==> src/rtl/mips_ctrl_pkg.sv <==
// mips_ctrl_pkg: shared constants for the multi-cycle MIPS main control FSM.
//   - opcode values decoded by the controller
//   - 4-bit state encodings (also visible on the state_o debug port)
//   - ALU op, ALU B source and PC source select encodings
//   - ctrl_t bundle of per-cycle datapath controls and a memory-state helper
package mips_ctrl_pkg;

    // Opcodes (instr[31:26])
    localparam logic [5:0] OP_RTYPE = 6'b000000;
    localparam logic [5:0] OP_LW    = 6'b100011;
    localparam logic [5:0] OP_SW    = 6'b101011;
    localparam logic [5:0] OP_BEQ   = 6'b000100;
    localparam logic [5:0] OP_ADDI  = 6'b001000;
    localparam logic [5:0] OP_J     = 6'b000010;

    // State encodings
    localparam logic [3:0] RESET  = 4'd0;
    localparam logic [3:0] FETCH  = 4'd1;
    localparam logic [3:0] DECODE = 4'd2;
    localparam logic [3:0] MEMADR = 4'd3;
    localparam logic [3:0] MEMRD  = 4'd4;
    localparam logic [3:0] MEMWB  = 4'd5;
    localparam logic [3:0] MEMWR  = 4'd6;
    localparam logic [3:0] EXEC   = 4'd7;
    localparam logic [3:0] ALUWB  = 4'd8;
    localparam logic [3:0] BRANCH = 4'd9;
    localparam logic [3:0] ADDIEX = 4'd10;
    localparam logic [3:0] ADDIWB = 4'd11;
    localparam logic [3:0] JUMP   = 4'd12;
    localparam logic [3:0] FAULT  = 4'd13;
    localparam logic [3:0] TRAP   = 4'd14;

    // ALU operation
    localparam logic [1:0] ALUOP_ADD   = 2'b00;
    localparam logic [1:0] ALUOP_SUB   = 2'b01;
    localparam logic [1:0] ALUOP_FUNCT = 2'b10;

    // ALU B operand source
    localparam logic [1:0] ALUSRCB_RT      = 2'b00;
    localparam logic [1:0] ALUSRCB_FOUR    = 2'b01;
    localparam logic [1:0] ALUSRCB_IMM     = 2'b10;
    localparam logic [1:0] ALUSRCB_IMM_SL2 = 2'b11;

    // Next-PC source
    localparam logic [1:0] PCSRC_ALU    = 2'b00;
    localparam logic [1:0] PCSRC_ALUOUT = 2'b01;
    localparam logic [1:0] PCSRC_JUMP   = 2'b10;

    typedef struct packed {
        logic       pcwrite;
        logic       branch;
        logic       iord;
        logic       memread;
        logic       memwrite;
        logic       irwrite;
        logic       memtoreg;
        logic       regdst;
        logic       regwrite;
        logic       alusrca;
        logic [1:0] alusrcb;
        logic [1:0] aluop;
        logic [1:0] pcsrc;
        logic       instr_done;
    } ctrl_t;

    // States that wait on the memory handshake
    function automatic logic is_mem_state(input logic [3:0] s);
        return (s == FETCH) || (s == MEMRD) || (s == MEMWR);
    endfunction

endpackage

==> src/rtl/mips_multicycle_ctrl_mem_wait_timer.sv <==
// mem_wait_timer: counts cycles spent waiting on mem_ready inside a memory
// state and flags a timeout.
//   clk, rst_n  : clock, asynchronous active-low reset
//   in_mem      : the FSM is currently in a memory state
//   mem_ready   : memory completed its access this cycle
//   timeout     : count has reached MEM_TIMEOUT and memory is still not ready
// The count is cleared whenever the FSM is outside a memory state or the
// access completes, so every memory state is entered with a count of 0.
// MEM_TIMEOUT = 0 removes the counter entirely. TMR_W must be wide enough to
// hold MEM_TIMEOUT itself.
module mem_wait_timer #(
    parameter int MEM_TIMEOUT = 16,
    parameter int TMR_W       = 5
) (
    input  logic clk,
    input  logic rst_n,
    input  logic in_mem,
    input  logic mem_ready,
    output logic timeout
);

    generate
        if (MEM_TIMEOUT == 0) begin : g_no_timer
            assign timeout = 1'b0;
        end else begin : g_timer
            logic [TMR_W-1:0] count_reg;

            always_ff @(posedge clk or negedge rst_n) begin
                if (!rst_n) begin
                    count_reg <= '0;
                end else if (!in_mem || mem_ready) begin
                    count_reg <= '0;
                end else if (count_reg != {TMR_W{1'b1}}) begin
                    count_reg <= count_reg + TMR_W'(1);
                end
            end

            // A ready in the same cycle the limit is reached wins over the timeout.
            assign timeout = in_mem && !mem_ready &&
                             (count_reg == TMR_W'(MEM_TIMEOUT));
        end
    endgenerate

endmodule

==> src/rtl/mips_multicycle_ctrl.sv <==
// mips_multicycle_ctrl: Moore main-control FSM for the multi-cycle MIPS core.
// Sequences fetch / decode / execute / memory / writeback and drives the
// datapath selects and write enables each cycle; memory states stall on
// mem_ready and fall into FAULT if memory hangs longer than MEM_TIMEOUT.
//
// Ports:
//   clk, rst_n            clock, asynchronous active-low reset
//   op                    opcode from the instruction register
//   mem_ready             memory access completed this cycle
//   pcwrite, branch       PC write (unconditional / zero-qualified)
//   iord                  memory address select (0=PC, 1=ALUOut)
//   memread, memwrite     memory requests
//   irwrite               instruction register load
//   memtoreg, regdst      register write data / destination selects
//   regwrite              register file write enable
//   alusrca, alusrcb      ALU operand selects
//   aluop, pcsrc          ALU operation, next-PC source
//   instr_done            pulse in an instruction's final cycle
//   mem_err               memory timeout flag (held until reset)
//   illegal_op            unknown opcode trap flag (only with ILLEGAL_OP_TRAP_EN)
//   state_o               current state encoding, debug only
//
// Build option: define ILLEGAL_OP_TRAP_EN to trap unknown opcodes in TRAP
// instead of silently returning to FETCH.
module mips_multicycle_ctrl
    import mips_ctrl_pkg::*;
#(
    parameter int OP_W        = 6,
    parameter int ALUOP_W     = 2,
    parameter int MEM_TIMEOUT = 16,
    parameter int TMR_W       = 5
) (
    input  logic               clk,
    input  logic               rst_n,
    input  logic [OP_W-1:0]    op,
    input  logic               mem_ready,
    output logic               pcwrite,
    output logic               branch,
    output logic               iord,
    output logic               memread,
    output logic               memwrite,
    output logic               irwrite,
    output logic               memtoreg,
    output logic               regdst,
    output logic               regwrite,
    output logic               alusrca,
    output logic [1:0]         alusrcb,
    output logic [ALUOP_W-1:0] aluop,
    output logic [1:0]         pcsrc,
    output logic               instr_done,
    output logic               mem_err,
`ifdef ILLEGAL_OP_TRAP_EN
    output logic               illegal_op,
`endif
    output logic [3:0]         state_o
);

    logic [3:0] state_reg;
    logic [3:0] state_next;
    logic       timeout;
    ctrl_t      ctrl;

    mem_wait_timer #(
        .MEM_TIMEOUT (MEM_TIMEOUT),
        .TMR_W       (TMR_W)
    ) u_mem_wait_timer (
        .clk       (clk),
        .rst_n     (rst_n),
        .in_mem    (is_mem_state(state_reg)),
        .mem_ready (mem_ready),
        .timeout   (timeout)
    );

    // Async reset makes every strobe drop the moment rst_n falls, so a
    // write in progress cannot complete.
    always_ff @(posedge clk or negedge rst_n) begin
        if (!rst_n) begin
            state_reg <= RESET;
        end else begin
            state_reg <= state_next;
        end
    end

    always_comb begin
        state_next = state_reg;
        case (state_reg)
            RESET:  state_next = FETCH;
            FETCH: begin
                if (timeout)        state_next = FAULT;
                else if (mem_ready) state_next = DECODE;
            end
            DECODE: begin
                case (op)
                    OP_W'(OP_LW),
                    OP_W'(OP_SW):    state_next = MEMADR;
                    OP_W'(OP_RTYPE): state_next = EXEC;
                    OP_W'(OP_BEQ):   state_next = BRANCH;
                    OP_W'(OP_ADDI):  state_next = ADDIEX;
                    OP_W'(OP_J):     state_next = JUMP;
`ifdef ILLEGAL_OP_TRAP_EN
                    default:         state_next = TRAP;
`else
                    default:         state_next = FETCH;
`endif
                endcase
            end
            // op is looked at again here; the IR is not reloaded until FETCH.
            MEMADR: begin
                if (op == OP_W'(OP_LW))      state_next = MEMRD;
                else if (op == OP_W'(OP_SW)) state_next = MEMWR;
                else                         state_next = FETCH;
            end
            MEMRD: begin
                if (timeout)        state_next = FAULT;
                else if (mem_ready) state_next = MEMWB;
            end
            MEMWB:  state_next = FETCH;
            MEMWR: begin
                if (timeout)        state_next = FAULT;
                else if (mem_ready) state_next = FETCH;
            end
            EXEC:   state_next = ALUWB;
            ALUWB:  state_next = FETCH;
            BRANCH: state_next = FETCH;
            ADDIEX: state_next = ADDIWB;
            ADDIWB: state_next = FETCH;
            JUMP:   state_next = FETCH;
            FAULT:  state_next = FAULT;
`ifdef ILLEGAL_OP_TRAP_EN
            TRAP:   state_next = TRAP;
`endif
            // Unused encodings recover through RESET.
            default: state_next = RESET;
        endcase
    end

    // Control decode of the current state. FETCH and MEMWR also qualify
    // their final-cycle strobes with mem_ready.
    always_comb begin
        ctrl = '0;
        case (state_reg)
            FETCH: begin
                ctrl.memread = 1'b1;
                ctrl.alusrcb = ALUSRCB_FOUR;
                ctrl.irwrite = mem_ready;
                ctrl.pcwrite = mem_ready;
            end
            DECODE: begin
                ctrl.alusrcb = ALUSRCB_IMM_SL2;
            end
            MEMADR, ADDIEX: begin
                ctrl.alusrca = 1'b1;
                ctrl.alusrcb = ALUSRCB_IMM;
            end
            MEMRD: begin
                ctrl.memread = 1'b1;
                ctrl.iord    = 1'b1;
            end
            MEMWB: begin
                ctrl.memtoreg   = 1'b1;
                ctrl.regwrite   = 1'b1;
                ctrl.instr_done = 1'b1;
            end
            MEMWR: begin
                ctrl.memwrite   = 1'b1;
                ctrl.iord       = 1'b1;
                ctrl.instr_done = mem_ready;
            end
            EXEC: begin
                ctrl.alusrca = 1'b1;
                ctrl.aluop   = ALUOP_FUNCT;
            end
            ALUWB: begin
                ctrl.regdst     = 1'b1;
                ctrl.regwrite   = 1'b1;
                ctrl.instr_done = 1'b1;
            end
            BRANCH: begin
                ctrl.alusrca    = 1'b1;
                ctrl.aluop      = ALUOP_SUB;
                ctrl.pcsrc      = PCSRC_ALUOUT;
                ctrl.branch     = 1'b1;
                ctrl.instr_done = 1'b1;
            end
            ADDIWB: begin
                ctrl.regwrite   = 1'b1;
                ctrl.instr_done = 1'b1;
            end
            JUMP: begin
                ctrl.pcsrc      = PCSRC_JUMP;
                ctrl.pcwrite    = 1'b1;
                ctrl.instr_done = 1'b1;
            end
            default: ctrl = '0;
        endcase
    end

    assign pcwrite    = ctrl.pcwrite;
    assign branch     = ctrl.branch;
    assign iord       = ctrl.iord;
    assign memread    = ctrl.memread;
    assign memwrite   = ctrl.memwrite;
    assign irwrite    = ctrl.irwrite;
    assign memtoreg   = ctrl.memtoreg;
    assign regdst     = ctrl.regdst;
    assign regwrite   = ctrl.regwrite;
    assign alusrca    = ctrl.alusrca;
    assign alusrcb    = ctrl.alusrcb;
    assign aluop      = ALUOP_W'(ctrl.aluop);
    assign pcsrc      = ctrl.pcsrc;
    assign instr_done = ctrl.instr_done;
    // FAULT and TRAP are only left through reset, so decoding them is sticky.
    assign mem_err    = (state_reg == FAULT);
`ifdef ILLEGAL_OP_TRAP_EN
    assign illegal_op = (state_reg == TRAP);
`endif
    assign state_o    = state_reg;

endmodule

==> config.mk <==
export PLATFORM = sky130hd
export DESIGN_NAME = mips_multicycle_ctrl
export DESIGN_NICKNAME = d
export VERILOG_FILES = /design/src/rtl/mips_ctrl_pkg.sv /design/src/rtl/mips_multicycle_ctrl_mem_wait_timer.sv /design/src/rtl/mips_multicycle_ctrl.sv
export SDC_FILE = /design/constraint.sdc
export NUM_CORES = 1
export LEC_CHECK = 0
export CORE_MARGIN = 2
export CORE_UTILIZATION = 40
export DETAILED_ROUTE_END_ITERATION = 8
export PLACE_DENSITY = 0.71
export SYNTH_ARGS = -nofsm -noshare
export SYNTH_HDL_FRONTEND = slang
export SYNTH_SLANG_ARGS = --single-unit
==> constraint.sdc <==
create_clock -name clk -period 1.88 [get_ports clk]
set_input_delay 0.282 -clock clk [delete_from_list [all_inputs] [get_ports clk]]
set_output_delay 0.282 -clock clk [all_outputs]
set_load 0.02 [all_outputs]
== Yosys cells after proc, flatten, opt, wreduce, memory -nomap -nowiden ==
Index checks and enable logic that the tools add are counted.

* Flip-flop bits (word level): 9
* Latch bits: 0
* RAM bits: 0
* Bits in read-only memories: 0
* Input port bits: 9
* Word-level logic and storage cells: 71
* Memories: 0

* $add $sub $neg: 1
* $mul: 0
* Divide/modulo/power cells: 0
* Magnitude comparators: 0
* Eq/ne operators: 23
* Shift-type cells: 0
* Multiplexer cells: 26
* Bitwise logic cells: 0
* Reduce and logical (&&, ||, !) cells: 19

{| class="wikitable"
|+ Operators with widths
! kind !! number
|-
| $pmux W4 S9 || 1
|-
| $eq A4 B4 Y1 const B || 6
|-
| $mux W4 || 6
|-
| $pmux W4 S5 || 1
|-
| $eq A4 B3 Y1 const B || 4
|-
| $eq A6 B6 Y1 const B || 2
|-
| $mux W5 || 2
|-
| $mux W1 || 9
|-
| $ne A3 B3 Y1 const B || 3
|-
| $eq A4 B2 Y1 const B || 2
|-
| $pmux W2 S2 || 2
|-
| $reduce_or A2 Y1 || 4
|-
| $eq A6 B2 Y1 const B || 1
|-
| $eq A6 B3 Y1 const B || 1
|-
| $eq A6 B4 Y1 const B || 1
|-
| $logic_not A6 Y1 || 1
|-
| $mux W3 || 2
|-
| $pmux W2 S3 || 1
|-
| $reduce_or A6 Y1 || 1
|-
| $add A5 B1 Y5 const B || 1
|-
| $eq A5 B5 Y1 const B || 1
|-
| $ne A5 B5 Y1 const B || 1
|-
| $reduce_or A5 Y1 || 1
|-
| $eq A4 B1 Y1 const B || 1
|-
| other kinds (9) || 14
|}

== Logic depth before layout (Yosys ltp) ==
* Word-level depth: 7
* Gate-level depth with buffers: 6
* Gate-level depth less buffers: 6

== By module ==
A second synthesis with hierarchy kept.

* Cell total of the unflattened synthesis: 115
* Area total of the unflattened synthesis: 874.6 sq um

{| class="wikitable"
|+ Modules (own cells, without submodules)
! module !! instances !! cells each !! area an instance (sq um) !! sequential area each (sq um)
|-
| mips_multicycle_ctrl || 1 || 89 || 601.8 || 100.1
|-
| mem_wait_timer || 1 || 26 || 272.8 || 125.1
|}

== Worst setup path after synthesis ==
No wires, ideal clock.

* Path type: reg-to-output
* From: register state_reg[3] (netlist: state_o[3])
* To: output port regwrite
* Arrival: 1.698 ns
* Path slack: -0.100 ns
* Stages on the path, launching flop included: 5
* Buffers on the path: 1
* Path through: dfrtp_1 > buf_6 > nand2b_1 > nor3_1 > a21o_1

* Longest elaborated chain between the ends: 3
* Elaborated cells on any way between the ends: 5

{| class="wikitable"
|+ Ends and longest elaborated chain
! what !! RTL line !! source
|-
| start, declared || mips_multicycle_ctrl.sv:58 || <nowiki>logic [3:0] state_reg;</nowiki>
|-
| start signal, assigned || mips_multicycle_ctrl.sv:80 || <nowiki>state_reg <= state_next;</nowiki>
|-
| $eq A4 B4 Y1 or $eq A4 B3 Y1 (tied branches) || mips_multicycle_ctrl.sv:141 || <nowiki>case (state_reg)</nowiki>
|-
| $reduce_or A3 Y1 (no line) * || -- ||
|-
| $mux W1 * || mips_multicycle_ctrl.sv:141 ||
|-
| end, declared || mips_multicycle_ctrl.sv:45 || <nowiki>output logic regwrite,</nowiki>
|}

Every way passes the cells marked *; elsewhere a longest branch is shown, timed or not.

== Worst setup path in the final report ==
* From: register state_reg[0] (netlist: state_o[0])
* To: output port state_o[0]

{| class="wikitable"
|+ RTL lines
! what !! RTL line !! source
|-
| end, declared || mips_multicycle_ctrl.sv:55 || <nowiki>output logic [3:0] state_o</nowiki>
|}

No word-level cell between the ends.

==> impl_metrics.py <==
metrics = {
    "run_status": {
        "status": "finished, final reports clean",
    },
    "setup_path": {
        "slowest_stage": "clkdlybuf4s50_1",
        "critical-path-top-delay-family": "buffers and inverters",
        "path_buf_inv": 2,
        "crit_chain": "buf_4 -> clkdlybuf4s50_1",
        "path_max_fanout": 9,
        "cpPeakStageDelay_ns": 0.61,
        "cp-end-kind": "output pin",
        "critical_path_arrival_ns": 1.51,
        "r2r_start": "u_mem_wait_timer.g_timer.count_reg[0]$_DFFE_PN0P_",
        "setup.worst_path.start": "state_o[0]$_DFFE_PN0P_",
        "crit_type": "flop to output pin",
        "startpoint_type": "flop",
        "crit_required_ns": 1.60,
    },
    "clocking": {
        "cts.sinks": 9,
        "htreeDepth": 1,
        "cts-hold-fix-buffers": 0,
        "cts_max_path_buffers": 2,
        "clk_latency_ns": 0.26,
        "root_buffer": "clkbuf_4",
        "tritoncts": "yes",
        "path_clk_slew_ns": 0.07,
        "cts_made_buffers": 3,
    },
    "layout": {
        "drive_above_1_share_pct": 22.50,
        "mostFrequentLayoutCells": "buf_4 (18), nor2_1 (14), dlygate4sd2_1 (12)",
        "final-seq-area_sq_um": 226.5,
        "final.fill_count": 214,
        "multi_input_area_sq_um": 668.1,
        "finalNonFillerCells": 188,
        "final_nets": 173,
        "area_growth_pct": 43.89,
        "largest_reg_flops": 5,
        "layout_commonest_cell": "buf_4",
        "antenna_cells": 0,
    },
    "synthesis": {
        "synth_seq_area_share_pct": 23.17,
        "synth_seq_cells": 9,
        "synth_edf_count": 0,
        "avgSynthCellArea_sq_um": 8.309,
        "synth_area_sq_um": 972.2,
        "yosysUniqueCellTypes": 45,
        "synth_area_leader_cell": "dfrtp_1",
        "synthesis.nets": 129,
        "synth-main-ff-cell": "dfrtp_1",
        "async_reset_ff_share_pct": 100.0,
        "synth_top_area_share_pct": 23.17,
        "synthCells": 117,
        "synthTopCellsByArea": "dfrtp_1 (23%), nor2_1 (5.4%), mux2i_1 (5.1%), ha_1 (3.9%), nand2_1 (3.9%)",
        "yosys_warnings": 0,
    },
    "global_routing": {
        "grt_usage_pct": 19.24,
        "grt_antenna_before_repair": 0,
        "grt_pass1_wl_microns": 4015,
        "grt_pass1_vias": 895,
        "grt_max_degree": 16,
        "grt_overflow": 0,
    },
    "run": {
        "maxCapViolCount": 0,
    },
    "detailed_routing": {
        "routed_wl_microns": 2531,
        "drtPass1Iterations": 4,
        "num_vias": 1030,
        "drc": 0,
        "dr.first_iter.drc_count": 20,
        "vias_per_cell": 5.479,
        "wl_per_cell_microns": 13.46,
        "ant_nets": 0,
    },
    "power": {
        "p_per_area_nw_per_um2": 1319,
        "p_comb_share_pct": 75.3,
        "power_frac_seq_pct": 16.5,
        "switching_share_pct": 48.05,
        "max-vdd-ir-drop_mv": 0.8031,
        "p_leak_nw": 0.6723,
        "intPower_mw": 0.9587,
        "switching_power_mw": 0.8866,
        "pwr-share-clk_pct": 8.2,
    },
    "placed_design": {
        "post-place-ws_ns": -0.07400,
        "placedCellCount": 182,
        "numPortBuffers": 30,
        "dpl.hpwl_microns": 1932,
        "globalplace.congestion": 0.9126,
    },
    "timing": {
        "fin_setup_tns_ns": 0,
        "slew_headroom_pct": 70.91,
        "setup_viol": 0,
        "fin_crit_ns": 1.792,
        "rsz0062_at_grt": "true",
        "final.setup_skew_ns": 0.008825,
        "fin_crit_sh_pct": 95.33,
        "whs_ns": 0.3241,
        "fmax_ghz": 0.5579,
        "worst_pin_slew_ns": 0.4350,
        "fin_ws_ns": 0.08772,
        "drv_slew": 0,
        "hold_viol": 0,
    },
    "die": {
        "row_count": 17,
        "chipHeight_microns": 53.30,
        "die_w_microns": 53.30,
        "ioPinCount": 31,
        "dieArea_sq_um": 2841,
        "coreArea_sq_um": 2255,
        "start_util_pct": 43.12,
    },
    "worst_hold_path": {
        "hold_class": "input pin to async pin",
    },
}
==> layout make-up <==
class                           count  area share, %
Sequential cell                     9          16.19
Clock buffer                        4          1.878
Multi-Input combinational cell     93          47.76
Timing Repair Buffer               49          30.32
Tap cell                           28          2.504
Inverter                            5          1.342
==> cell usage after synthesis, types with 2 or more instances <==
master    instances
a21boi_0          3
a31o_1            2
a31oi_1           2
and3_1            3
buf_2             3
buf_4             3
buf_6             3
dfrtp_1           9
ha_1              3
inv_1             5
mux2i_1           5
nand2_1          10
nand2b_1          4
nand3_1           4
nor2_1           14
nor2_4            2
nor3_1            5
nor3b_1           2
o211ai_1          2
o21ai_0           3
o22ai_1           3
xnor2_1           2
xor2_1            3
==> final timing paths <==
check,cells after the start,to,slack (ns)
worst min register to register,2,u_mem_wait_timer.g_timer.count_reg[4]$_DFFE_PN0P_,0.56
max in group asynchronous,1,state_o[1]$_DFFE_PN0P_,1.23
worst min-delay path,1,u_mem_wait_timer.g_timer.count_reg[4]$_DFFE_PN0P_,0.32
min in group clk,2,u_mem_wait_timer.g_timer.count_reg[4]$_DFFE_PN0P_,0.56
worst max register to register,6,state_o[2]$_DFFE_PN0P_,0.10
worst max-delay path,2,state_o[0],0.09
==> stage by stage <==
stage                     power [mW]  util, %  instance area [sq um]
after global routing           1.983    62.04                   1399
after global placement         1.706    60.54                   1365
final                          1.845    62.04                   1399
after CTS                      1.815    61.10                   1378
after detailed placement       1.717    60.54                   1365
after floorplan                1.172        -                  977.2
==> logic make-up after synthesis <==
logic type / synth area share, %
simple gates: 32.43
mux: 5.148
fa+ha+maj: 3.861
flops: 23.17
buf+inv: 9.651
compound gates: 21.24
xor+xnor: 4.505
==> worst register-to-register path: stages, from the launching register on <==
cell	delay, ns
dfrtp_1	0.42
inv_1	0.07
ha_1	0.20
and4bb_4	0.25
nor4bb_4	0.34
a311oi_2	0.11
a211o_1	0.28
==> metal layers <==
metal | track usage [%] | part of all wire (%) | up-vias
li1 | - | - | 512
met1 | 23.94 | 45 | 476
met2 | 32.92 | 50 | 40
met3 | 2.542 | 4.6 | 2
met4 | 7.692 | 0.87 | 0
met5 | 0 | 0 | -
==> what timing repair did <==
action | in CTS | in global routing
endpoints found under the setup margin | 18 | 11
resized for setup | 22 | 12
cloned | 0 | 0
buffers inserted | 0 | 2
==> power by group through the flow <==
stage               clock [mW]  combinational [mW]  sequential, mW
floorplan                    0               0.828           0.344
global placement             0                1.41           0.298
detailed placement           0                1.42           0.301
CTS                      0.162                1.35           0.301
global route             0.171                1.50           0.312
finish                   0.151                1.39           0.305
Power figures use the tool's default switching activity.
